File: src/rtl/vga_pattern_gen_pkg.sv
// Shared definitions for the VGA pattern generator: pattern encodings and
// colour-bar lookup.
package vga_pattern_gen_pkg;

  typedef enum logic [1:0] {
    PAT_BARS  = 2'd0,
    PAT_CHECK = 2'd1,
    PAT_GRAD  = 2'd2,
    PAT_GRID  = 2'd3
  } pattern_e;

  // Bar colours as {red, green, blue} full-scale flags
  localparam logic [2:0] BAR_WHITE   = 3'b111;
  localparam logic [2:0] BAR_YELLOW  = 3'b110;
  localparam logic [2:0] BAR_CYAN    = 3'b011;
  localparam logic [2:0] BAR_GREEN   = 3'b010;
  localparam logic [2:0] BAR_MAGENTA = 3'b101;
  localparam logic [2:0] BAR_RED     = 3'b100;
  localparam logic [2:0] BAR_BLUE    = 3'b001;
  localparam logic [2:0] BAR_BLACK   = 3'b000;

  function automatic logic [2:0] bar_color(input logic [2:0] idx);
    case (idx)
      3'd0:    bar_color = BAR_WHITE;
      3'd1:    bar_color = BAR_YELLOW;
      3'd2:    bar_color = BAR_CYAN;
      3'd3:    bar_color = BAR_GREEN;
      3'd4:    bar_color = BAR_MAGENTA;
      3'd5:    bar_color = BAR_RED;
      3'd6:    bar_color = BAR_BLUE;
      default: bar_color = BAR_BLACK;
    endcase
  endfunction

endpackage

File: src/rtl/vga_timing.sv
// Stage-0 column/row counters with raw sync, visible and frame-origin decode.
module vga_timing #(
  parameter int H_VISIBLE = 640,
  parameter int H_FRONT   = 16,
  parameter int H_SYNC    = 96,
  parameter int H_BACK    = 48,
  parameter int V_VISIBLE = 480,
  parameter int V_FRONT   = 10,
  parameter int V_SYNC    = 2,
  parameter int V_BACK    = 33,
  localparam int H_TOTAL  = H_VISIBLE + H_FRONT + H_SYNC + H_BACK,
  localparam int V_TOTAL  = V_VISIBLE + V_FRONT + V_SYNC + V_BACK,
  localparam int COL_W    = $clog2(H_TOTAL),
  localparam int ROW_W    = $clog2(V_TOTAL)
) (
  input  logic             clk,
  input  logic             reset,
  input  logic             enable,
  output logic [COL_W-1:0] column,
  output logic [ROW_W-1:0] row,
  output logic             line_end,
  output logic             origin,
  output logic             hsync_act,
  output logic             vsync_act,
  output logic             visible
);

  logic frame_end_s;

  assign line_end    = (column == COL_W'(H_TOTAL - 1));
  assign frame_end_s = line_end && (row == ROW_W'(V_TOTAL - 1));
  assign origin      = (column == '0) && (row == '0);

  // Raster counters: column wraps every line, row wraps at end of frame
  always_ff @(posedge clk or negedge reset) begin
    if (!reset) begin
      column <= '0;
      row    <= '0;
    end else if (enable) begin
      if (line_end) begin
        column <= '0;
        row    <= frame_end_s ? '0 : row + ROW_W'(1);
      end else begin
        column <= column + COL_W'(1);
      end
    end
  end

  assign hsync_act = (column >= COL_W'(H_VISIBLE + H_FRONT)) &&
                     (column <= COL_W'(H_VISIBLE + H_FRONT + H_SYNC - 1));
  assign vsync_act = (row >= ROW_W'(V_VISIBLE + V_FRONT)) &&
                     (row <= ROW_W'(V_VISIBLE + V_FRONT + V_SYNC - 1));
  assign visible   = (column < COL_W'(H_VISIBLE)) && (row < ROW_W'(V_VISIBLE));

endmodule

File: src/rtl/vga_pattern_gen.sv
// VGA timing and test-pattern source with a one-clock registered output stage.
// Build option VGA_PATTERN_GEN_ANIM_EN adds a per-frame horizontal scroll to modes 1 and 3.
module vga_pattern_gen
  import vga_pattern_gen_pkg::*;
#(
  parameter int H_VISIBLE        = 640,
  parameter int H_FRONT          = 16,
  parameter int H_SYNC           = 96,
  parameter int H_BACK           = 48,
  parameter int V_VISIBLE        = 480,
  parameter int V_FRONT          = 10,
  parameter int V_SYNC           = 2,
  parameter int V_BACK           = 33,
  parameter int COLOR_BITS       = 4,
  parameter int SYNC_ACTIVE_HIGH = 0,
  localparam int H_TOTAL = H_VISIBLE + H_FRONT + H_SYNC + H_BACK,
  localparam int V_TOTAL = V_VISIBLE + V_FRONT + V_SYNC + V_BACK,
  localparam int COL_W   = $clog2(H_TOTAL),
  localparam int ROW_W   = $clog2(V_TOTAL)
) (
  input  logic                  clk,
  input  logic                  reset,
  input  logic                  enable,
  input  logic [1:0]            mode,
  output logic                  hsync,
  output logic                  vsync,
  output logic                  visible,
  output logic [COL_W-1:0]      column,
  output logic [ROW_W-1:0]      row,
  output logic [COLOR_BITS-1:0] red,
  output logic [COLOR_BITS-1:0] green,
  output logic [COLOR_BITS-1:0] blue,
  output logic                  frame_start
);

  localparam int BAR_W  = H_VISIBLE / 8;
  localparam int BAR_CW = $clog2(BAR_W + 1);
  localparam logic SYNC_IDLE = (SYNC_ACTIVE_HIGH == 0) ? 1'b1 : 1'b0;
  localparam logic [COLOR_BITS-1:0] FULL = {COLOR_BITS{1'b1}};

  logic [COL_W-1:0]      cnt_col_s;
  logic [ROW_W-1:0]      cnt_row_s;
  logic                  line_end_s, origin_s, hsync_act_s, vsync_act_s, visible_s;
  logic [2:0]            bar_idx_r;
  logic [BAR_CW-1:0]     bar_cnt_r;
  logic [2:0]            bar_rgb_s;
  pattern_e              active_mode_r, mode_s;
  logic [COL_W-1:0]      x_s;
  logic [COLOR_BITS-1:0] red_s, green_s, blue_s;

  vga_timing #(
    .H_VISIBLE(H_VISIBLE), .H_FRONT(H_FRONT), .H_SYNC(H_SYNC), .H_BACK(H_BACK),
    .V_VISIBLE(V_VISIBLE), .V_FRONT(V_FRONT), .V_SYNC(V_SYNC), .V_BACK(V_BACK)
  ) u_timing (
    .clk(clk), .reset(reset), .enable(enable),
    .column(cnt_col_s), .row(cnt_row_s), .line_end(line_end_s), .origin(origin_s),
    .hsync_act(hsync_act_s), .vsync_act(vsync_act_s), .visible(visible_s)
  );

  // Bar index tracks the current stage-0 column without a divider
  always_ff @(posedge clk or negedge reset) begin
    if (!reset) begin
      bar_idx_r <= 3'd0;
      bar_cnt_r <= BAR_CW'(BAR_W - 1);
    end else if (enable) begin
      if (line_end_s) begin
        bar_idx_r <= 3'd0;
        bar_cnt_r <= BAR_CW'(BAR_W - 1);
      end else if (bar_cnt_r == BAR_CW'(0)) begin
        bar_idx_r <= bar_idx_r + 3'd1;
        bar_cnt_r <= BAR_CW'(BAR_W - 1);
      end else begin
        bar_cnt_r <= bar_cnt_r - BAR_CW'(1);
      end
    end
  end

  // The request takes effect on the origin pixel itself, so frames never mix patterns
  assign mode_s = origin_s ? pattern_e'(mode) : active_mode_r;

  // Pattern latch, loaded only at the frame origin
  always_ff @(posedge clk or negedge reset) begin
    if (!reset) begin
      active_mode_r <= PAT_BARS;
    end else if (enable && origin_s) begin
      active_mode_r <= pattern_e'(mode);
    end
  end

`ifdef VGA_PATTERN_GEN_ANIM_EN
  logic [7:0] frame_count_r;
  logic [7:0] frame_off_s;

  // Frame counter; the offset stays constant across each whole frame
  always_ff @(posedge clk or negedge reset) begin
    if (!reset) begin
      frame_count_r <= 8'd0;
    end else if (enable && origin_s) begin
      frame_count_r <= frame_count_r + 8'd1;
    end
  end

  assign frame_off_s = origin_s ? frame_count_r : frame_count_r - 8'd1;
  assign x_s         = cnt_col_s + COL_W'(frame_off_s);
`else
  assign x_s = cnt_col_s;
`endif

  assign bar_rgb_s = bar_color(bar_idx_r);

  // Pattern colour for the current stage-0 pixel
  always_comb begin
    red_s   = '0;
    green_s = '0;
    blue_s  = '0;
    case (mode_s)
      PAT_BARS: begin
        red_s   = {COLOR_BITS{bar_rgb_s[2]}};
        green_s = {COLOR_BITS{bar_rgb_s[1]}};
        blue_s  = {COLOR_BITS{bar_rgb_s[0]}};
      end
      PAT_CHECK: begin
        if ((1'(x_s >> 3'd5) ^ 1'(cnt_row_s >> 3'd5)) == 1'b1) begin
          red_s = FULL; green_s = FULL; blue_s = FULL;
        end else begin
          red_s = '0; green_s = '0; blue_s = '0;
        end
      end
      PAT_GRAD: begin
        red_s   = COLOR_BITS'(cnt_col_s >> 3'd4);
        green_s = COLOR_BITS'(cnt_row_s >> 3'd4);
        blue_s  = '0;
      end
      PAT_GRID: begin
        if ((5'(x_s) == 5'd0) || (5'(cnt_row_s) == 5'd0)) begin
          red_s = FULL; green_s = FULL; blue_s = FULL;
        end else begin
          red_s = '0; green_s = '0; blue_s = '0;
        end
      end
      default: begin
        red_s = '0; green_s = '0; blue_s = '0;
      end
    endcase
  end

  // Output stage: one clock of latency, all outputs aligned
  always_ff @(posedge clk or negedge reset) begin
    if (!reset) begin
      hsync       <= SYNC_IDLE;
      vsync       <= SYNC_IDLE;
      visible     <= 1'b0;
      column      <= '0;
      row         <= '0;
      red         <= '0;
      green       <= '0;
      blue        <= '0;
      frame_start <= 1'b0;
    end else if (enable) begin
      hsync       <= hsync_act_s ^ SYNC_IDLE;
      vsync       <= vsync_act_s ^ SYNC_IDLE;
      visible     <= visible_s;
      column      <= cnt_col_s;
      row         <= cnt_row_s;
      red         <= visible_s ? red_s : '0;
      green       <= visible_s ? green_s : '0;
      blue        <= visible_s ? blue_s : '0;
      frame_start <= origin_s;
    end else begin
      frame_start <= 1'b0;
    end
  end

endmodule
File: config.mk
export PLATFORM = sky130hd
export DESIGN_NAME = vga_pattern_gen
export DESIGN_NICKNAME = d
export VERILOG_FILES = /design/src/rtl/vga_pattern_gen_pkg.sv /design/src/rtl/vga_timing.sv /design/src/rtl/vga_pattern_gen.sv
export SDC_FILE = /design/constraint.sdc
export NUM_CORES = 1
export LEC_CHECK = 0
export CAP_MARGIN = 20
export CELL_PAD_IN_SITES_DETAIL_PLACEMENT = 0
export CELL_PAD_IN_SITES_GLOBAL_PLACEMENT = 1
export CORE_MARGIN = 2
export CORE_UTILIZATION = 42
export CTS_CLUSTER_SIZE = 24
export DETAILED_ROUTE_END_ITERATION = 7
export GPL_ROUTABILITY_DRIVEN = 0
export GPL_TIMING_DRIVEN = 0
export HOLD_SLACK_MARGIN = 0.1
export PLACE_DENSITY_LB_ADDON = 0.1
export RECOVER_POWER = 50
export SLEW_MARGIN = 20
export SYNTH_ARGS = -nofsm -noshare
export SYNTH_HDL_FRONTEND = slang
export SYNTH_HIERARCHICAL = 1
export SYNTH_SLANG_ARGS = --single-unit
File: constraint.sdc
create_clock -name clk -period 2.85 [get_ports clk]
set_input_delay 0.57 -clock clk [delete_from_list [all_inputs] [get_ports clk]]
set_output_delay 0.57 -clock clk [all_outputs]
set_load 0.01 [all_outputs]
## After elaboration in Yosys (flattened, before gate mapping)

Cells that the tools add are included.

- Word-level logic and storage cells: 72
- Output and inout bits: 36
- Bits of input ports: 5
- Register bits: 68

- Reductions and logical operators: 17
- Multiplexer cells: 17
- Add/subtract/negate cells: 4
- Equality and inequality tests: 11
- Magnitude comparators: 6
- Bitwise gates (word level): 3

Operators with widths:

| cell | number |
|---|---|
| case mux 4 bit (4 select lines) | 3 |
| case mux 3 bit (7 select lines) | 1 |
| adder 10 x 1 -> 10 bit (second input constant) | 2 |
| equality test 10 bit (second input constant) | 2 |
| logical NOT 10 bit | 2 |
| two-way mux 10 bit | 2 |
| two-way mux 4 bit | 5 |
| two-way mux 7 bit | 2 |
| greater-or-equal comparator 10 bit (second input constant) | 1 |
| greater-or-equal comparator 10 x 9 -> 1 bit (second input constant) | 1 |
| less-or-equal comparator 10 bit (second input constant) | 1 |
| less-or-equal comparator 10 x 9 -> 1 bit (second input constant) | 1 |
| logical NOT 5 bit | 2 |
| < comparator 10 bit (second input constant) | 1 |
| < comparator 10 x 9 -> 1 bit (second input constant) | 1 |
| equality test 3 bit (second input constant) | 3 |
| logical NOT 7 bit | 1 |
| subtractor 7 x 1 -> 7 bit (second input constant) | 1 |
| equality test 3 x 2 -> 1 bit (second input constant) | 2 |
| logical AND 1 bit | 6 |
| two-way mux 3 bit | 2 |
| equality test 2 bit (second input constant) | 2 |
| AND reduction 2 bit | 2 |
| adder 3 x 1 -> 3 bit (second input constant) | 1 |
| 10 further kinds | 11 |

## Depth between registers and ports, before layout

Gate-level depths: netlist (run 1).

- Depth after elaboration: 6
- Depth in mapped cells: 10
- Mapped depth without buffers: 9

## By module

Netlist (run 1), hierarchy kept.

Modules (own cells, without submodules):

| module | area each (um^2) | times used | cells an instance | seq. area each (um^2) |
|---|---|---|---|---|
| vga_pattern_gen | 2157.1 | 1 | 181 | 1134.8 |
| vga_timing | 1188.6 | 1 | 122 | 500.5 |

## Worst setup path before layout (run 1)

Ideal clock, no wire load.

- Kind: register to register
- From: register u_timing.row[7]
- To: register green[0]
- Arrival: 2.472 ns
- Setup time: 0.149 ns
- Setup slack: 0.229 ns
- Period minus slack after synthesis: 2.621 ns
- Buffers on the path: 1
- Stages on the path, launching flop included: 9
- Required time: 2.701 ns
- Cells stage by stage: dfrtp_1 > nor4_1 > nand4_1 > nor4_1 > mux2_2 > and2_1 > buf_2 > a22oi_1 > o22ai_1

- Cells in the longest elaborated chain, start to end: 6
- Elaborated cells between the ends (all ways): 11
- Those cells by class: 1 x order compare; 3 x eq/ne; 3 x mux; 4 x reduce/logical

RTL lines:

| item | RTL line | RTL |
|---|---|---|
| from (decl) | vga_timing.sv:20 | `output logic [ROW_W-1:0] row,` |
| from (signal assigned) | vga_timing.sv:42 | `row <= frame_end_s ? '0 : row + ROW_W'(1);` |
| logical NOT 10 bit (*) | vga_timing.sv:32 | `assign origin = (column == '0) && (row == '0);` |
| logical AND 1 bit (*) | vga_timing.sv:32 |  |
| via origin_s | vga_pattern_gen.sv:43 | `logic line_end_s, origin_s, hsync_act_s, vsync_act_s, visible_s;` |
| two-way mux 2 bit (*) | vga_pattern_gen.sv:79 | `assign mode_s = origin_s ? pattern_e'(mode) : active_mode_r;` |
| equality test 2 bit, or another cell as far along | vga_pattern_gen.sv:116 | `case (mode_s)` |
| case mux 4 bit (4 select lines) (*) | vga_pattern_gen.sv:116 |  |
| two-way mux 4 bit (*) | vga_pattern_gen.sv:166 | `green <= visible_s ? green_s : '0;` |
| to (signal assigned) | vga_pattern_gen.sv:166 |  |
| to (decl) | vga_pattern_gen.sv:31 | `output logic [COLOR_BITS-1:0] green,` |

The timed path passes the listed nets; every way through them passes the cells marked *.
A chain may end at the register's enable or synchronous reset.

## Worst setup path after layout (run 1)

- From: register u_timing.row[0]
- To: register red[2]

- Cells in the longest elaborated chain, start to end: 6
- Elaborated cells between the ends (all ways): 14
- Those cells by class: 1 x order compare; 3 x eq/ne; 4 x mux; 6 x reduce/logical

RTL lines:

| item | RTL line | RTL |
|---|---|---|
| logical NOT 10 bit (*) | vga_timing.sv:32 |  |
| logical AND 1 bit (*) | vga_timing.sv:32 |  |
| via origin_s | vga_pattern_gen.sv:43 |  |
| two-way mux 2 bit (*) | vga_pattern_gen.sv:79 |  |
| equality test 2 bit, or another cell as far along | vga_pattern_gen.sv:116 |  |
| case mux 4 bit (4 select lines) (*) | vga_pattern_gen.sv:116 |  |
| two-way mux 4 bit (*) | vga_pattern_gen.sv:165 | `red <= visible_s ? red_s : '0;` |
| to (signal assigned) | vga_pattern_gen.sv:165 |  |
| to (decl) | vga_pattern_gen.sv:30 | `output logic [COLOR_BITS-1:0] red,` |

Marks and branches as above.

==> flow_metrics.py, run 1 <==
metrics = {
    "outcome": {
        "status": "finished, final reports clean",
    },
    "floorplanning": {
        "dieArea_sq_um": 8700,
        "rows": 32,
        "die_h_microns": 93.3,
        "start_util": 0.433,
        "io_pins": 41,
        "die_x_microns": 93.3,
        "core_sq_um": 7730,
    },
    "synthesis": {
        "synth_area_leaders": "dfrtp_1 (43%), mux2_2 (8.1%), dfstp_2 (5.5%)",
        "synthFlopType": "dfrtp_1",
        "async_flop_share": 1.00,
        "ys.warnings.count": 6,
        "ys_seq_area_frac": 0.489,
        "syn-cell-area_sq_um": 3350,
        "yosys.area.top_type": "dfrtp_1",
        "synth_edf_count": 0,
        "yosysUniqueCellTypes": 47,
        "syn-num-nets": 320,
        "syn_avg_cell_area_sq_um": 11.0,
        "synthCells": 303,
        "synth_top_area_share": 0.434,
        "ys_ff_latch": 65,
    },
    "clocking": {
        "clock_path_buffers": 2,
        "clk_pin_slew_worst_paths_ns": 0.07,
        "root_buffer": "clkbuf_8",
        "insertion_delay_ns": 0.34,
        "cts_tree": "done",
        "cts_sinks": 65,
        "cts_inserted_buffers": 9,
        "htree_levels": 3,
        "ctsHoldBuffers": 0,
    },
    "detailed_routing": {
        "drtIter0Drc": 81,
        "wl_met1_microns": 3690,
        "wl_per_cell_microns": 15.4,
        "post_drt_via_cell_ratio": 5.20,
        "drt_wl_total_microns": 7110,
        "ant_nets": 0,
        "dr_total_vias": 2402,
        "remaining_drc_errors": 0,
        "met2_length_microns": 3080,
        "highest_layer": "met4",
        "dr.pass1.iters": 4,
        "wl_met3_microns": 200,
    },
    "global_route": {
        "first_global_vias": 2355,
        "grt_usage": 0.182,
        "antenna_found_initial": 0,
        "grt_pass1_wl_microns": 12200,
        "grt_remaining_overflow": 0,
        "grt_start_max_net_pins": 44,
    },
    "worst_setup_path": {
        "critical_path_arrival_ns": 2.86,
        "path_class": "reg2reg",
        "startpoint_type": "flip-flop",
        "end_kind": "flip-flop",
        "cp_max_fo": 9,
        "cp.required_ns": 3.04,
    },
    "power": {
        "p_leak_nw": 1.86,
        "power_mw": 2.66,
        "power_density_nw_per_um2": 647,
        "ir_drop_mv": 0.375,
    },
    "final_layout": {
        "final_cell_mix": "dfrtp_1 (57), clkdlybuf4s50_1 (38), inv_1 (25), mux2_2 (24), nand3_1 (17)",
        "syn2layout_area_growth_pct": 22.6,
        "n_antenna_cell": 0,
        "final_cells": 462,
        "final_area_sq_um": 4100,
        "drive_gt1_frac": 0.194,
        "final_common_cell": "dfrtp_1",
        "fin_nets": 372,
    },
    "timing": {
        "final_hold_viol_count": 0,
        "slew_viol_final": 0,
        "timing.fmax_mhz": 375,
        "setup_slack_ns": 0.184,
        "period_minus_slack_ns": 2.67,
        "tightest_slew_ns": 1.23,
        "min_period_over_period": 0.935,
        "fin_skew_ns": 0.00599,
        "finalSetupViolations": 0,
        "tns_ns": 0,
        "relSlewSlack": 0.180,
    },
    "flow_run": {
        "cap_violations": 0,
    },
    "placement": {
        "dp_hpwl_microns": 5030,
        "dp_slack_ns": -0.431,
        "port_buffers": 39,
        "dp.cells": 445,
        "placedInstanceArea_sq_um": 3890,
    },
    "min_path": {
        "min_path_type": "in2async",
    },
}
==> stage by stage <==
stage                     utilization  hold WS (ns)
after floorplan                     -         0.274
after global placement          0.500         0.454
after detailed placement        0.503         0.454
after CTS                       0.534         0.127
after global routing            0.531         0.488
final                           0.531         0.467
==> power breakdown <==
group          internal [mW]  switching [mW]  total (mW)
clock                  0.516           0.339       0.855
sequential              1.08           0.148        1.23
combinational          0.300           0.272       0.572
total                   1.90           0.759        2.66
==> kinds of logic after synthesis <==
family	after synthesis	synth area share
AND/OR/NAND/NOR	96	0.174
AO/OA/AOI/OAI	42	0.0879
multiplexers	32	0.106
XOR/XNOR	16	0.0419
adder cells (fa/ha/maj)	12	0.0449
flip-flops	65	0.489
buffers and inverters	40	0.0565
==> flip-flops by register name, indices dropped and copies added (netlist names) <==
register and cells:
visible 1, column 10, u_timing/row 10, row 10
frame_start 1, bar_idx_r 3, blue 1, hsync 1
vsync 1, red 4, bar_cnt_r 7, green 4
active_mode_r 2, u_timing/column 10
==> routing by layer <==
metal  vias to the layer above  global-route usage
met5                         -                   0
met4                         0              0.0699
met3                         9              0.0435
met2                        40               0.265
met1                      1174               0.263
li1                       1179                   -
==> worst paths after layout <==
| path | from | to | slack (ns) | depth (start not counted) |
|---|---|---|---|---|
| setup / recovery | u_timing/row[0]$_DFFE_PN0P_ | red[2]$_DFFE_PN0P_ | 0.18 | 11 |
| hold / removal | reset | u_timing/row[9]$_DFFE_PN0P_ | 0.47 | 1 |
| setup reg to reg | u_timing/row[0]$_DFFE_PN0P_ | red[2]$_DFFE_PN0P_ | 0.18 | 11 |
| hold reg to reg | hsync$_DFFE_PN1P_ | hsync$_DFFE_PN1P_ | 0.47 | 2 |
| max in group asynchronous | reset | u_timing/column[5]$_DFFE_PN0P_ | 0.71 | 2 |
| min in group clk | hsync$_DFFE_PN1P_ | hsync$_DFFE_PN1P_ | 0.47 | 2 |
==> cell usage after synthesis (8+ instances only) <==
cell and number:
ha_1 12, nand2b_1 10, dfrtp_1 58, o22ai_1 11
inv_1 25, a22oi_1 8, nand2_1 13, nand3_1 17
xnor2_1 11, mux2_2 24, o21ai_0 8, nor2_1 14
==> worst max-delay path, stage by stage, from the launching register on <==
cell     delay [ns]
dfrtp_1        0.43
inv_1          0.14
ha_1           0.16
nor2b_1        0.22
nand4_1        0.17
nor4_4         0.16
buf_4          0.19
mux2_2         0.38
and2_1         0.16
buf_2          0.17
a22oi_1        0.24
o22ai_1        0.10
==> repair_timing <==
item,in CTS,in global routing
hold endpoints to repair,0,0
gates cloned,0,0
pin swaps,0,1
gates resized for setup,3,1
endpoints found under the setup margin,9,9
setup buffers,0,1
==> layout make-up <==
type | count | area [sq um]
fillers | 732 | 3630
repair buffers | 41 | 397
flip-flops and latches | 65 | 1640
multi-input cells | 198 | 1540
clock inverters | 3 | 65.1
plain buffers | 15 | 90.1
well taps | 102 | 128
inverters | 25 | 93.8
clock buffers | 13 | 149
(Power assumes the default switching activity.)
==> run 2: changes to the inputs <==
Settings changed: SKIP_CTS_REPAIR_TIMING set to 1.
==> run 2 against run 1 <==
  * Global-route usage barely moved
  * First-iteration DRC count rose by 1.2%
  * Maximum frequency rose by 0.13%
  * Setup slack improved by 0.0035 ns
  * Sequential share of layout area did not move
  * Clock skew barely moved
==> flow_metrics.py, run 2 (synthesis results as in run 1) <==
metrics = {
    "min_path": {
        "min_path_type": "in2async",
    },
    "clocking": {
        "cts_tree": "done",
        "cts_sinks": 65,
        "clock_path_buffers": 2,
        "htree_levels": 3,
        "insertion_delay_ns": 0.34,
        "root_buffer": "clkbuf_8",
        "clk_pin_slew_worst_paths_ns": 0.07,
        "cts_inserted_buffers": 9,
    },
    "detailed_routing": {
        "dr_total_vias": 2394,
        "drtIter0Drc": 82,
        "wl_per_cell_microns": 15.4,
        "ant_nets": 0,
        "drt_wl_total_microns": 7120,
        "remaining_drc_errors": 0,
        "dr.pass1.iters": 4,
        "post_drt_via_cell_ratio": 5.18,
    },
    "power": {
        "p_leak_nw": 1.86,
        "power_density_nw_per_um2": 648,
        "ir_drop_mv": 0.374,
    },
    "worst_setup_path": {
        "startpoint_type": "flip-flop",
        "cp.required_ns": 3.04,
        "reg2reg_to": "red[2]$_DFFE_PN0P_",
        "r2r-start": "u_timing/row[0]$_DFFE_PN0P_",
        "critical_path_arrival_ns": 2.85,
        "timing.reg2reg.setup_slack_ns": 0.19,
        "r2r_cells": 11,
        "cp-startpoint": "u_timing/row[0]$_DFFE_PN0P_",
        "path_class": "reg2reg",
        "end_kind": "flip-flop",
        "cp_max_fo": 9,
        "crit_end": "red[2]$_DFFE_PN0P_",
    },
    "global_route": {
        "grt_start_max_net_pins": 44,
        "antenna_found_initial": 0,
        "grt_usage": 0.183,
        "first_global_vias": 2354,
        "grt_pass1_wl_microns": 12200,
        "grt_remaining_overflow": 0,
    },
    "timing": {
        "tns_ns": 0,
        "setup_slack_ns": 0.188,
        "period_minus_slack_ns": 2.66,
        "timing.fmax_mhz": 376,
        "relSlewSlack": 0.183,
        "final_hold_viol_count": 0,
        "slew_viol_final": 0,
        "min_period_over_period": 0.934,
        "finalSetupViolations": 0,
        "tightest_slew_ns": 1.23,
        "fin_skew_ns": 0.00564,
    },
    "final_layout": {
        "final_cell_mix": "dfrtp_1 (57), clkdlybuf4s50_1 (38), inv_1 (25), mux2_2 (24), nand3_1 (17)",
        "final_common_cell": "dfrtp_1",
        "n_fill_cell": 732,
        "syn2layout_area_growth_pct": 22.6,
        "fin_nets": 372,
        "n_antenna_cell": 0,
        "drive_gt1_frac": 0.194,
    },
    "floorplanning": {
        "dieArea_sq_um": 8700,
        "rows": 32,
        "die_x_microns": 93.3,
        "core_sq_um": 7730,
        "io_pins": 41,
        "die_h_microns": 93.3,
        "start_util": 0.433,
    },
    "flow_run": {
        "cap_violations": 0,
    },
    "placement": {
        "port_buffers": 39,
        "dp_slack_ns": -0.431,
        "dp_hpwl_microns": 5030,
    },
    "outcome": {
        "status": "finished, final reports clean",
    },
}
run 2: metrics by stage:
step,cell area (sq um),cells,hold slack (ns),utilization,power [mW]
6_report,4100,462,0.466,0.531,2.66
5_1_grt,4100,462,0.488,0.531,2.82
4_1_cts,4100,461,0.127,0.531,2.69
3_5_place_dp,3890,445,0.454,0.503,1.82
3_3_place_gp,3860,444,0.454,0.500,1.80
2_1_floorplan,3350,303,0.274,-,1.57
run 2: area by class of cell:
class	count	area (sq um)	share of cell area
Buffer	15	90.1	0.0220
Clock buffer	13	149	0.0363
Clock inverter	3	65.1	0.0159
Inverter	25	93.8	0.0229
Multi-Input combinational cell	198	1540	0.376
Sequential cell	65	1640	0.399
Tap cell	102	128	0.0311
Timing Repair Buffer	41	397	0.0967
run 2: worst min-delay path by stage:
stage | end | slack (ns) | cells after the start
finish | u_timing/row[9]$_DFFE_PN0P_ | 0.47 | 1
global route | u_timing/column[0]$_DFFE_PN0P_ | 0.49 | 2
CTS | u_timing/row[3]$_DFFE_PN0P_ | 0.13 | 1
detailed placement | hsync$_DFFE_PN1P_ | 0.45 | 2
global placement | hsync$_DFFE_PN1P_ | 0.45 | 2
floorplan | active_mode_r[0]$_DFFE_PN0P_ | 0.27 | 0
run 2: routing by layer:
layer / vias to the layer above / track usage / routed length, microns
met5: - / 0 / 0
met4: 0 / 0.0699 / 129
met3: 9 / 0.0435 / 201
met2: 38 / 0.263 / 3070
met1: 1168 / 0.265 / 3710
li1: 1179 / - / -
run 2: power by group:
part / switching (mW) / total (mW) / internal, mW
logic: 0.273 / 0.573 / 0.300
clock network: 0.341 / 0.858 / 0.516
registers: 0.148 / 1.23 / 1.08
run 2: critical path: stages (launching register included):
cell	delay (ns)
dfrtp_1	0.43
inv_1	0.14
ha_1	0.16
nor2b_1	0.22
nand4_1	0.17
nor4_4	0.16
buf_4	0.19
mux2_2	0.38
and2_1	0.16
buf_2	0.17
a22oi_1	0.24
o22ai_1	0.10
==> run 3: changes to the inputs <==
Settings changed: GPL_ROUTABILITY_DRIVEN 0 to not set.
==> results of run 3 <==
The final DEF is identical to that of run 2; final timing and power are the same.
